[src/rtl/player_pkg.sv]
// rtl/player_pkg.sv - shared constants and bullet record for the player projectile pool
package player_pkg;

    localparam logic [9:0] SCREEN_W_MAX = 10'd639;
    localparam logic [7:0] FIRE_KEY     = 8'h0D;

    typedef struct packed {
        logic       active;
        logic       dir;
        logic [9:0] x;
        logic [9:0] y;
    } pbullet_t;

endpackage

[src/rtl/pbullet_slot.sv]
// rtl/pbullet_slot.sv - one player bullet: kill, move/scroll, retire at screen edge, load on spawn
module pbullet_slot
    import player_pkg::*;
#(
    parameter int SPEED       = 8,
    parameter int SCROLL_STEP = 5
) (
    input  logic       frame_clk,
    input  logic       Reset,
    input  logic       play,
    input  logic       kill,
    input  logic       scroll,
    input  logic       load,
    input  logic       load_dir,
    input  logic [9:0] load_x,
    input  logic [9:0] load_y,
    output pbullet_t   bullet
);

    pbullet_t          bullet_q, bullet_d;
    logic signed [11:0] nx;

    always_comb begin
        bullet_d = bullet_q;
        nx       = {2'b00, bullet_q.x};
        if (bullet_q.dir) nx = nx + 12'(SPEED);
        else              nx = nx - 12'(SPEED);
        if (scroll)       nx = nx - 12'(SCROLL_STEP);

        if (play) begin
            if (bullet_q.active) begin
                if (kill) begin
                    bullet_d.active = 1'b0;
                end else if (nx < 0 || nx > $signed({2'b00, SCREEN_W_MAX})) begin
                    bullet_d.active = 1'b0;
                end else begin
                    bullet_d.x = nx[9:0];
                end
            end else if (load) begin
                // spawn frame: position is loaded as-is, no movement applied
                bullet_d.active = 1'b1;
                bullet_d.dir    = load_dir;
                bullet_d.x      = load_x;
                bullet_d.y      = load_y;
            end
        end
    end

    always_ff @(posedge frame_clk) begin
        if (Reset) bullet_q <= '0;
        else       bullet_q <= bullet_d;
    end

    assign bullet = bullet_q;

endmodule

[src/rtl/player_bullet.sv]
// rtl/player_bullet.sv - player bullet pool top: slot allocation, cooldown, packing; PBULLET_STATS_EN adds shots_fired
module player_bullet
    import player_pkg::*;
#(
    parameter int NUM_BULLETS = 4,
    parameter int SPEED       = 8,
    parameter int SCROLL_STEP = 5,
    parameter int COOLDOWN    = 10,
    parameter int GUN_DX      = 20,
    parameter int GUN_DY      = 12
) (
    input  logic                      frame_clk,
    input  logic                      Reset,
    input  logic                      play,
    input  logic [7:0]                keycode,
    input  logic [9:0]                playerX,
    input  logic [9:0]                playerY,
    input  logic                      direction,
    input  logic                      scroll,
    input  logic [NUM_BULLETS-1:0]    hit_mask,
    output logic [10*NUM_BULLETS-1:0] bulletX,
    output logic [10*NUM_BULLETS-1:0] bulletY,
    output logic [NUM_BULLETS-1:0]    bullet_active,
    output logic [NUM_BULLETS-1:0]    bullet_dir
`ifdef PBULLET_STATS_EN
    ,
    output logic [15:0]               shots_fired
`endif
);

    pbullet_t               slots [NUM_BULLETS];
    logic [NUM_BULLETS-1:0] free_vec, lowest_free, load_vec;
    logic                   found;
    logic signed [11:0]     spawn_x;
    logic [9:0]             spawn_y;
    logic                   fire_req, spawn;
    logic [15:0]            cd_q, cd_d;

    always_comb begin
        for (int i = 0; i < NUM_BULLETS; i++) free_vec[i] = ~slots[i].active;
    end

    always_comb begin
        lowest_free = '0;
        found       = 1'b0;
        for (int i = 0; i < NUM_BULLETS; i++) begin
            if (free_vec[i] && !found) begin
                lowest_free[i] = 1'b1;
                found          = 1'b1;
            end
        end
    end

    always_comb begin
        spawn_x = {2'b00, playerX};
        if (direction) spawn_x = spawn_x + 12'(GUN_DX);
        else           spawn_x = spawn_x - 12'(GUN_DX);
        spawn_y  = playerY + 10'(GUN_DY);
        fire_req = (keycode == FIRE_KEY) && (cd_q == '0);
        // an off-screen-left spawn is dropped without consuming the cooldown
        spawn    = play && fire_req && found && !(spawn_x < 0);
        load_vec = spawn ? lowest_free : '0;
    end

    always_comb begin
        cd_d = cd_q;
        if (play) begin
            if (spawn)             cd_d = 16'(COOLDOWN);
            else if (cd_q != '0)   cd_d = cd_q - 16'd1;
        end
    end

    always_ff @(posedge frame_clk) begin
        if (Reset) cd_q <= '0;
        else       cd_q <= cd_d;
    end

    for (genvar g = 0; g < NUM_BULLETS; g++) begin : g_slot
        pbullet_slot #(
            .SPEED       (SPEED),
            .SCROLL_STEP (SCROLL_STEP)
        ) u_slot (
            .frame_clk (frame_clk),
            .Reset     (Reset),
            .play      (play),
            .kill      (hit_mask[g]),
            .scroll    (scroll),
            .load      (load_vec[g]),
            .load_dir  (direction),
            .load_x    (spawn_x[9:0]),
            .load_y    (spawn_y),
            .bullet    (slots[g])
        );

        assign bulletX[10*g +: 10] = slots[g].x;
        assign bulletY[10*g +: 10] = slots[g].y;
        assign bullet_active[g]    = slots[g].active;
        assign bullet_dir[g]       = slots[g].dir;
    end

`ifdef PBULLET_STATS_EN
    logic [15:0] shots_q, shots_d;

    always_comb begin
        shots_d = shots_q;
        if (spawn) shots_d = shots_q + 16'd1;
    end

    always_ff @(posedge frame_clk) begin
        if (Reset) shots_q <= '0;
        else       shots_q <= shots_d;
    end

    assign shots_fired = shots_q;
`endif

endmodule

[config.mk]
export PLATFORM = sky130hd
export DESIGN_NAME = player_bullet
export DESIGN_NICKNAME = d
export VERILOG_FILES = /design/src/rtl/player_pkg.sv /design/src/rtl/pbullet_slot.sv /design/src/rtl/player_bullet.sv
export SDC_FILE = /design/constraint.sdc
export NUM_CORES = 1
export LEC_CHECK = 0
export ABC_AREA = 1
export BUFFER_PORTS_ARGS = -buffer_cell sky130_fd_sc_hd__buf_2
export CAP_MARGIN = 40
export CORE_MARGIN = 2
export CORE_UTILIZATION = 30
export DETAILED_ROUTE_END_ITERATION = 16
export PLACE_DENSITY = 0.6
export SLEW_MARGIN = 20
export SYNTH_ARGS = -nofsm -noshare
export SYNTH_HDL_FRONTEND = slang
export SYNTH_SLANG_ARGS = --single-unit
export TNS_END_PERCENT = 10
[constraint.sdc]
create_clock -name frame_clk -period 2.3 [get_ports frame_clk]
set_clock_uncertainty 0.1 [all_clocks]
set_input_delay 0.115 -clock frame_clk [delete_from_list [all_inputs] [get_ports frame_clk]]
set_output_delay 0.115 -clock frame_clk [all_outputs]
set_load 0.02 [all_outputs]
==> summary.md, run 1 <==
| Metric | Value |
|---|---|
| Sequential fraction of design power | 0.394 |
| Outcome | complete, but fails checks |
| Dpl cells | between 1.5k and 2k |
| Layout cells sized above 1 | 0.290 |
| Post-DP HPWL | about 19 mm |
| Core ar. | roughly 25000 µm² |
| Max cap viols | 0 |
| Commonest cells after routing, fill and taps aside | 267 x nand2_1, 137 x inv_1, 124 x buf_2 |
| Largest net degree at the start of global routing | 54 |
| Fillcell total | roughly 2.7k |
| Worst hold slack | between 30 and 40 ps |
| Clk pwr share | 0.326 |
| Pre-CTS setup slack | -126 ps |
| Vias post-DR | between 8k and 9k |
| Worst hold path type | primary input to flop |
| Hold Vio Cnt, Final | 0 |
| Hold path startpoint | playerY[8] |
| Die Ht | approximately 160 µm |
| Layout Utilization | 0.405 |
| CTS tree | yes |
| Clk buf depth | 2 |
| Crit end category | flop |
| R2R Path End | g_slot[1].u_slot.bullet[12] |
| Warnings from Yosys | 0 |
| Critical path peak fanout | 7 |
| Final wirelength | ~25 mm |
| Die area | between 20000 and 30000 µm² |
| Syn nets | ~1.3k |
| Fin crit share | 1.01 |
| Failing checks | negative setup slack |
| Worst skew pair latency | 370 ps |
| Vias in the first global route | a little under 8k |
| First-pass GRT wire length | a little under 40 mm |
| RD Place Congestion | 0.915 |
| Commonest non-fill, non-tap cell in the layout | nand2_1 |
| Mapped Area | around 7600 µm² |
| I/O Buffers | between 100 and 150 |
| Io pins | about 130 |
| Distinct cells, synth | 47 |
| Initial core utilization | 0.303 |
| Synthesized instance count | about 1.2k |
| Avg Cell Area, Syn | 6.14 µm² |
| DRC viols | 0 |
| Hold endpoint | g_slot[1].u_slot.bullet[8] |
| Total GRT Usage | 0.180 |
| H-tree depth | 3 |
| Combinational share of power | 0.279 |
| CP required | between 2000 and 2500 ps |
| Least-Margin Pin Slew | 475 ps |
| Worst reg2reg path depth | 17 |
| Static leakage | 4.71 nW |
| Post-synth EDFFs | 0 |
| Die X | between 150 and 200 µm |
| Synth Register Bits | 104 |
| Crit Path Class | flop to flop |
| CTS Root Cell | clkbuf_16 |
| Sequential area share after synthesis | 0.275 |
| Clock sinks | ~100 |
| Standard-cell rows | 58 |
| TritonCTS buffer count | 9 |
| Crit path DAT | ~2500 ps |
| P&R area growth vs syn | 33.4% |
| Hold path cells | 4 |
| Crit start category | flop |
| Detail-routed via count per cell | around 4.8 |
| Final #Nets | 1491 |
| Routed Antenna Nets | 0 |
| Top_reg_cell synth | dfxtp_1 |
| Final non-filler cell total | between 1.5k and 2k |
| Initial antenna violation count | 2 |
| Power per Cell Area | slightly above 500 nW/µm² |
| Reg-to-reg slack, setup | -30 ps |
| Fmax achieved | 0.429 GHz |
| Sw Pwr | between 1.5 and 2 mW |
| Period minus WS final | 2330 ps |
| Drt wl/cell | ~14 µm |
| RSZ-0062 raised after global routing | yes |
| Total gr overflow | 0 |
| DRT iter0 DRCs | roughly 450 |
| Worst setup margin | -33.7 ps |
| Peak VDD IR | roughly 0.40 mV |
| Drt first pass iters | 6 |
| Launch point of the worst reg-to-reg path | g_slot[1].u_slot.bullet[13] |
| Internal power | around 3.3 mW |
| Total power | 5.09 mW |
| Final Setup Violations | 7 |
| Ys async rst share | 0 |
| Reg clk slew, reported paths | around 90 ps |
| Max Slew Vio Count | 0 |
| Switching Share | 0.357 |
| Rel. slew slack | 0.682 |
[worst max path at each step]
| stage | from | slack [ps] | endpoint | depth (start not counted) |
|---|---|---|---|---|
| after CTS | g_slot[1].u_slot.bullet[13] | -20 | g_slot[1].u_slot.bullet[16] | 17 |
| after global routing | g_slot[1].u_slot.bullet[13] | -210 | g_slot[1].u_slot.bullet[16] | 19 |
| after global placement | g_slot[2].u_slot.bullet[13] | -80 | g_slot[2].u_slot.bullet[11] | 16 |
| after floorplan | g_slot[2].u_slot.bullet[13] | -70 | g_slot[2].u_slot.bullet[13] | 18 |
| final | g_slot[1].u_slot.bullet[13] | -30 | g_slot[1].u_slot.bullet[12] | 17 |
| after detailed placement | g_slot[2].u_slot.bullet[13] | -130 | g_slot[2].u_slot.bullet[13] | 16 |
[critical path, cell delays in order, from the launching register on]
cell and delay [ps]:
dfxtp_2 350, buf_4 150, ha_4 160, nand2_2 60
nand2_1 70, nand2_2 80, nand2_4 80, nor2_4 160
nand2_4 70, nor2_4 130, nand3_2 80, a21oi_2 160
nand3_2 110, nand2_4 130, clkbuf_16 160, nand3_1 60
nand2_1 70, nor2_1 40
[synth_stat cells (12+ instances only)]
library cell | n | area (µm²)
nor2_1 | 127 | 477
ha_1 | 16 | 200
xor2_1 | 15 | 131
inv_2 | 13 | 48.8
inv_1 | 149 | 559
nor2_2 | 15 | 93.8
buf_6 | 17 | 191
dfxtp_1 | 104 | 2080
nand4_1 | 19 | 119
buf_2 | 14 | 70.1
nand3_1 | 110 | 551
nand2_1 | 298 | 1120
clkbuf_1 | 18 | 67.6
a21oi_1 | 120 | 601
o21ai_0 | 82 | 410
nand2_2 | 12 | 75.1
o21ai_1 | 13 | 65.1
[registers in the layout, summed over array words and instances, names as in the netlist]
name,cells
g_slot.u_slot.bullet,88
cd_q,16
[routing by layer]
| metal | wire length [µm] | vias up | GRT usage |
|---|---|---|---|
| li1 | - | 4412 | - |
| met4 | 596 | 0 | 0.0652 |
| met5 | 0 | - | 0 |
| met2 | 12000 | 173 | 0.306 |
| met1 | 11300 | 3944 | 0.236 |
| met3 | 945 | 38 | 0.0194 |
[logic make-up (layout without fill, tap and decap cells)]
group	count (synthesis)	after routing	synth area share
compound gates	244	244	0.171
xor+xnor	28	28	0.0368
fa+ha+maj	16	16	0.0264
buf+inv	223	428	0.133
flops	104	104	0.275
other cells	0	2	0
simple gates	618	623	0.358
[power by group through the flow]
stage / clock network (mW) / logic [mW] / registers [mW]
floorplan: 0 / 0.943 / 2.03
global placement: 0 / 1.31 / 2.05
detailed placement: 0 / 1.32 / 2.05
CTS: 1.70 / 1.34 / 2.01
global route: 1.76 / 1.60 / 2.02
finish: 1.66 / 1.42 / 2.01
[layout make-up]
| class | count | area (µm²) | area share |
|---|---|---|---|
| flip-flops and latches | 104 | 2110 | 0.209 |
| clock inverters | 7 | 91.3 | 0.00904 |
| inverters | 168 | 646 | 0.0639 |
| diodes | 2 | 5.00 | 0.000495 |
| repair buffers | 244 | 1630 | 0.162 |
| well taps | 330 | 413 | 0.0409 |
| clock buffers | 9 | 225 | 0.0223 |
| multi-input cells | 911 | 4980 | 0.493 |
[per-stage QoR]
stage	TNS (ps)	instance area (µm²)
6_report	-122	10100
5_1_grt	-5580	10100
4_1_cts	-64.7	9500
3_5_place_dp	-1730	9100
3_3_place_gp	-800	9100
2_1_floorplan	-1290	7590
[repair_timing]
action | in CTS | in global routing
endpoints found under the setup margin | 42 | 81
gates resized for setup | 12 | 127
hold endpoints to repair | 10 | 0
buffers inserted | 1 | 12
hold buffers | 3 | 0
pin swaps | 3 | 39
cloned | 1 | 5
(Power assumes the default switching activity.)
==> inputs of run 2 (changes only) <==
--- a/config.mk
+++ b/config.mk
@@ -5,13 +5,16 @@
 export SDC_FILE = /design/constraint.sdc
 export NUM_CORES = 1
 export LEC_CHECK = 0
-export ABC_AREA = 1
+export ABC_AREA = 0
 export BUFFER_PORTS_ARGS = -buffer_cell sky130_fd_sc_hd__buf_2
 export CAP_MARGIN = 40
+export CELL_PAD_IN_SITES_DETAIL_PLACEMENT = 0
+export CELL_PAD_IN_SITES_GLOBAL_PLACEMENT = 2
 export CORE_MARGIN = 2
 export CORE_UTILIZATION = 30
 export DETAILED_ROUTE_END_ITERATION = 16
-export PLACE_DENSITY = 0.6
+export MAX_ROUTING_LAYER = met4
+export PLACE_DENSITY = 0.88
 export SLEW_MARGIN = 20
 export SYNTH_ARGS = -nofsm -noshare
 export SYNTH_HDL_FRONTEND = slang
==> summary.md, run 2 <==
| Metric | Value |
|---|---|
| First-pass GRT wire length | 41.2 mm |
| Post-DP HPWL | a little under 20 mm |
| Avg Cell Area, Syn | ~8 µm² |
| Distinct cells, synth | 97 |
| Worst hold path type | primary input to flop |
| Core ar. | between 20000 and 25000 µm² |
| Fin crit share | 1.32 |
| Ys async rst share | 0 |
| Crit path DAT | roughly 3200 ps |
| Hold path startpoint | hit_mask[3] |
| Crit end category | flop |
| Vias in the first global route | between 7k and 8k |
| Static leakage | around 4.5 nW |
| H-tree depth | 3 |
| Synth cell count leaders | 116 x nand2_1, 104 x dfxtp_1, 91 x nor2_1, 68 x a21oi_1, 45 x xnor2_1 |
| Worst skew pair latency | roughly 360 ps |
| Synth Register Bits | roughly 100 |
| Layout cells sized above 1 | 0.402 |
| Drt first pass iters | 4 |
| Reg-to-reg slack, setup | -730 ps |
| Hold path cells | 3 |
| DRC viols | 0 |
| Standard-cell rows | 56 |
| Period minus WS final | 3030 ps |
| Clk buf depth | 2 |
| Detail-routed via count per cell | slightly above 5 |
| Commonest non-fill, non-tap cell in the layout | buf_4 |
| R2R Path End | g_slot[3].u_slot.bullet[12] |
| Synthesized instance count | 930 |
| P&R area growth vs syn | 46.8% |
| Largest net degree at the start of global routing | 80 |
| Synth top area share | 0.287 |
| Reg clk slew, reported paths | about 70 ps |
| CTS Root Cell | clkbuf_16 |
| Combinational share of power | 0.297 |
| Power per Cell Area | about 470 nW/µm² |
| Routed Antenna Nets | 0 |
| Peak VDD IR | between 0.4 and 0.5 mV |
| Top_reg_cell synth | dfxtp_1 |
| Outcome | complete, but fails checks |
| Max reg flops | 88 |
| Initial antenna violation count | 3 |
| Launch point of the worst reg-to-reg path | g_slot[3].u_slot.bullet[14] |
| I/O Buffers | between 100 and 150 |
| Failing checks | negative setup slack |
| Total GRT Usage | 0.205 |
| Crit start category | flop |
| Warnings from Yosys | 0 |
| Vias post-DR | between 8k and 9k |
| Max cap viols | 0 |
| Post-route cell area | 10600 µm² |
| Io pins | around 130 |
| Fillcell total | about 2.4k |
| Top post-synthesis cells by area | dfxtp_1 29%, nand2_1 6.0%, xnor2_1 5.4% |
| CTS tree | yes |
| Hold Vio Cnt, Final | 0 |
| Fmax achieved | 0.330 GHz |
| Internal power | between 3 and 4 mW |
| Post-synth top area cell | dfxtp_1 |
| Drt wl/cell | 16.3 µm |
| Count leader, synth | nand2_1 |
| Max Slew Vio Count | 0 |
| Layout Utilization | 0.451 |
| Critical path peak fanout | 5 |
| Post-synth EDFFs | 0 |
| TritonCTS buffer count | 9 |
| DRT iter0 DRCs | roughly 440 |
| Sequential fraction of design power | 0.395 |
| Mapped Area | just over 7000 µm² |
| Least-Margin Pin Slew | approximately 710 ps |
| Clock sinks | between 100 and 150 |
| Commonest cells after routing, fill and taps aside | 224 x buf_4, 127 x buf_2, 110 x nand2_1 |
| Hold endpoint | g_slot[3].u_slot.bullet[10] |
| Placed instance area | just under 10000 µm² |
| Sequential area share after synthesis | 0.287 |
| Final wirelength | ~26 mm |
| Die Ht | between 150 and 200 µm |
| Die area | 25400 µm² |
| Switching Share | 0.309 |
| Worst setup margin | -729 ps |
| Die X | about 160 µm |
| Final Setup Violations | 86 |
| RSZ-0062 raised after global routing | yes |
| Syn nets | 983 |
| Worst reg2reg path depth | 10 |
| Initial core utilization | 0.307 |
| Final #Nets | ~1.3k |
| Clk pwr share | 0.308 |
| Total gr overflow | 0 |
| Crit Path Class | flop to flop |
| RD Place Congestion | slightly below 0.9 |
| Rel. slew slack | 0.525 |
| Sw Pwr | approximately 1.5 mW |
| CP required | 2450 ps |
-- run 2: area by class of cell --
type | count | area [µm²] | share of cell area
flip-flops and latches | 104 | 2100 | 0.197
multi-input cells | 724 | 5060 | 0.475
clock buffers | 10 | 239 | 0.0225
inverters | 40 | 158 | 0.0148
diodes | 3 | 7.51 | 0.000705
well taps | 319 | 399 | 0.0375
repair buffers | 374 | 2630 | 0.247
clock inverters | 6 | 50.0 | 0.00470
-- run 2: kinds of logic (layout without fill, tap and decap cells) --
kind of cell	after synthesis	in the layout	synth area share
muxes	14	14	0.0266
other	0	3	0
xor gates and xnor gates	72	72	0.0880
adders and majority gates	16	16	0.0276
DFF	104	104	0.287
and+or+nand+nor	367	367	0.256
AOI/OAI and AO/OA	255	255	0.256
buffers and inverters	102	430	0.0587
-- run 2: power by group through the flow --
stage,combinational (mW),clock [mW],sequential [mW]
6_report,1.49,1.54,1.97
2_1_floorplan,0.793,0,2.03
3_5_place_dp,1.39,0,2.01
5_1_grt,1.64,1.63,1.99
4_1_cts,1.47,1.57,1.98
3_3_place_gp,1.36,0,2.01
-- run 2: repair_timing --
action | 4_1_cts | 5_1_grt
hold endpoints to repair | 13 | 0
setup buffers | 6 | 5
cloned | 1 | 0
gates resized for setup | 45 | 33
pin swaps | 16 | 20
endpoints found under the setup margin | 103 | 104
hold buffers | 4 | 0
-- run 2: worst max-delay path by stage --
stage                                      from                     endpoint  slack [ps]  cells past startpoint
CTS                 g_slot[0].u_slot.bullet[14]  g_slot[0].u_slot.bullet[13]        -720                     11
finish              g_slot[3].u_slot.bullet[14]  g_slot[3].u_slot.bullet[12]        -730                     10
global route        g_slot[3].u_slot.bullet[14]  g_slot[3].u_slot.bullet[12]        -860                     10
global placement                        cd_q[0]  g_slot[2].u_slot.bullet[14]        -710                     10
detailed placement  g_slot[0].u_slot.bullet[14]  g_slot[0].u_slot.bullet[16]        -750                     11
floorplan           g_slot[0].u_slot.bullet[14]  g_slot[0].u_slot.bullet[13]        -780                     10
-- run 2: stage by stage --
stage               TNS (ps)  worst slack (ps)  power, mW  cells  hold slack, ps
CTS                   -36970              -719       5.02   1571            27.2
global route          -47800              -856       5.26   1580            48.4
global placement      -45190              -708       3.37   1543             321
detailed placement    -46290              -746       3.40   1544             319
floorplan             -43330              -777       2.83    930             111
finish                -35940              -729       5.00   1580            37.6
-- run 2: metal layers --
| layer | routed length (µm) | track usage | vias up |
|---|---|---|---|
| met5 | 0 | - | - |
| met4 | 302 | 0.0355 | 0 |
| met3 | 1770 | 0.0563 | 26 |
| met2 | 11900 | 0.325 | 228 |
| met1 | 11900 | 0.265 | 3809 |
| li1 | - | - | 4011 |
-- run 2: worst max-delay path, stage by stage, from the launching register on --
cell and delay [ps]:
dfxtp_2 340, buf_4 120, or4_4 530, o32ai_4 250, xor2_2 310, a2111oi_2 110, nor4b_2 330, a21oi_1 120
or2_1 270, buf_4 160, o311a_1 280
==> inputs of run 3 (changes only) <==
--- a/config.mk
+++ b/config.mk
@@ -8,7 +8,7 @@
 export ABC_AREA = 0
 export BUFFER_PORTS_ARGS = -buffer_cell sky130_fd_sc_hd__buf_2
 export CAP_MARGIN = 40
-export CELL_PAD_IN_SITES_DETAIL_PLACEMENT = 0
+export CELL_PAD_IN_SITES_DETAIL_PLACEMENT = 2
 export CELL_PAD_IN_SITES_GLOBAL_PLACEMENT = 2
 export CORE_MARGIN = 2
 export CORE_UTILIZATION = 30
==> summary.md, run 3 (synthesized netlist as in run 2, its figures left out) <==
| Metric | Value |
|---|---|
| Fillcell total | 2629 |
| Vias in the first global route | roughly 10k |
| Worst hold slack | 54.8 ps |
| CTS tree | yes |
| Layout Utilization | 0.463 |
| Rel. slew slack | 0.396 |
| Largest net degree at the start of global routing | 80 |
| Final wirelength | 45.8 mm |
| Die Ht | between 150 and 200 µm |
| WL met1 | roughly 17 mm |
| Clk buf depth | 2 |
| Static leakage | 4.59 nW |
| Initial antenna violation count | 3 |
| Standard-cell rows | 56 |
| H-tree depth | 3 |
| Critical path peak fanout | 9 |
| RSZ-0062 raised after global routing | yes |
| Topmost layer with routed signal wires | met4 |
| P&R area growth vs syn | 50.8% |
| Post-DP HPWL | 28.9 mm |
| Outcome | complete, but fails checks |
| Final TNS setup | -56450 ps |
| Worst hold path type | primary input to flop |
| Hold Vio Cnt, Final | 0 |
| Crit start category | flop |
| Commonest non-fill, non-tap cell in the layout | buf_4 |
| CP required | 2480 ps |
| Drt first pass iters | 5 |
| Peak VDD IR | 0.521 mV |
| Failing checks | negative setup slack |
| Area of the multi-input gates | 5220 µm² |
| CTS Root Cell | clkbuf_16 |
| Detail-routed via count per cell | around 6 |
| Origin of the worst setup path | g_slot[0].u_slot.bullet[13] |
| Max Slew Vio Count | 0 |
| DRC viols | 0 |
| Crit Path Class | flop to flop |
| CP endpoint | g_slot[0].u_slot.bullet[15] |
| Layout cells sized above 1 | 0.420 |
| Met3 wire length | between 2 and 3 mm |
| Reg area | between 2000 and 2500 µm² |
| DRT iter0 DRCs | 602 |
| Met2 WL | 23.5 mm |
| Placed instance area | about 10000 µm² |
| Worst skew pair latency | 400 ps |
| Least-Margin Pin Slew | about 900 ps |
| Max cap viols | 0 |
| Dpl cells | 1544 |
| Fin crit share | 1.43 |
| I/O Buffers | approximately 120 |
| Routed Antenna Nets | 0 |
| Worst reg2reg path depth | 11 |
| Final non-filler cell total | between 1.5k and 2k |
| Launch point of the worst reg-to-reg path | g_slot[0].u_slot.bullet[13] |
| Period minus WS final | 3300 ps |
| Post-route cell area | between 10000 and 15000 µm² |
| First-pass GRT wire length | 62.7 mm |
| TritonCTS buffer count | 9 |
| Worst setup margin | -1000 ps |
| R2R Path End | g_slot[0].u_slot.bullet[15] |
| Initial core utilization | 0.307 |
| RD Place Congestion | 0.882 |
| Max reg flops | just under 90 |
| Die area | approximately 25000 µm² |
| Total power | roughly 5.7 mW |
| Total GRT Usage | 0.325 |
| Crit path DAT | 3480 ps |
| Clock sinks | 104 |
| Io pins | 125 |
| Final #Nets | roughly 1.3k |
| Commonest cells after routing, fill and taps aside | 231 x buf_4, 125 x buf_2, 113 x nand2_1 |
| Drt wl/cell | 28.8 µm |
| Pre-CTS setup slack | -916 ps |
| Reg clk slew, reported paths | around 90 ps |
| Final Setup Violations | 104 |
| Power per Cell Area | roughly 520 nW/µm² |
| Total gr overflow | 0 |
| Core ar. | 23600 µm² |
| Die X | roughly 160 µm |
| Crit end category | flop |
| Fmax achieved | roughly 0.30 GHz |
| Vias post-DR | approximately 9.4k |
| Reg-to-reg slack, setup | -1000 ps |
## run 3: where the power goes
part / leakage (nW) / internal, mW / switching, mW
Sequential: 0.846 / 1.92 / 0.105
Combinational: 3.58 / 0.754 / 1.07
Clock: 0.157 / 0.883 / 0.933
Total: 4.59 / 3.56 / 2.11
## run 3: critical path, stage by stage (launching register included)
cell and delay (ps):
dfxtp_4 380, ha_1 230, buf_4 160, and4_1 230
or3_1 370, a211o_1 370, a311oi_2 280, o211ai_2 180
a211oi_4 340, buf_6 200, nor2_1 70, a211oi_2 290
## run 3: worst min path at each step
stage          cells past startpoint  slack, ps         from                           to
2_1_floorplan                      1        110   playerY[2]   g_slot[1].u_slot.bullet[2]
3_5_place_dp                       2        330   playerY[2]   g_slot[3].u_slot.bullet[2]
6_report                           3         50   playerX[1]  g_slot[3].u_slot.bullet[11]
4_1_cts                            3         20  hit_mask[3]  g_slot[3].u_slot.bullet[10]
3_3_place_gp                       3        320   playerY[1]   g_slot[0].u_slot.bullet[1]
5_1_grt                            4         70   playerY[9]   g_slot[1].u_slot.bullet[9]
## run 3: what timing repair did
item | in CTS | in global routing
hold endpoints to repair | 13 | 0
resized for setup | 46 | 65
gates cloned | 0 | 0
endpoints found under the setup margin | 104 | 104
pin swaps | 27 | 33
hold buffers | 4 | 0
buffers inserted | 17 | 5
## run 3: cell type report
class,count,share of cell area
diodes,3,0.000686
well taps,319,0.0365
clock inverters,7,0.00869
multi-input cells,724,0.478
repair buffers,383,0.249
flip-flops and latches,104,0.192
inverters,40,0.0144
clock buffers,9,0.0206
## run 3: routing by layer
| layer | vias to the layer above | GRT usage |
|---|---|---|
| met1 | 4759 | 0.343 |
| met3 | 191 | 0.0583 |
| met2 | 447 | 0.585 |
| met5 | - | - |
| met4 | 0 | 0.157 |
| li1 | 4022 | - |
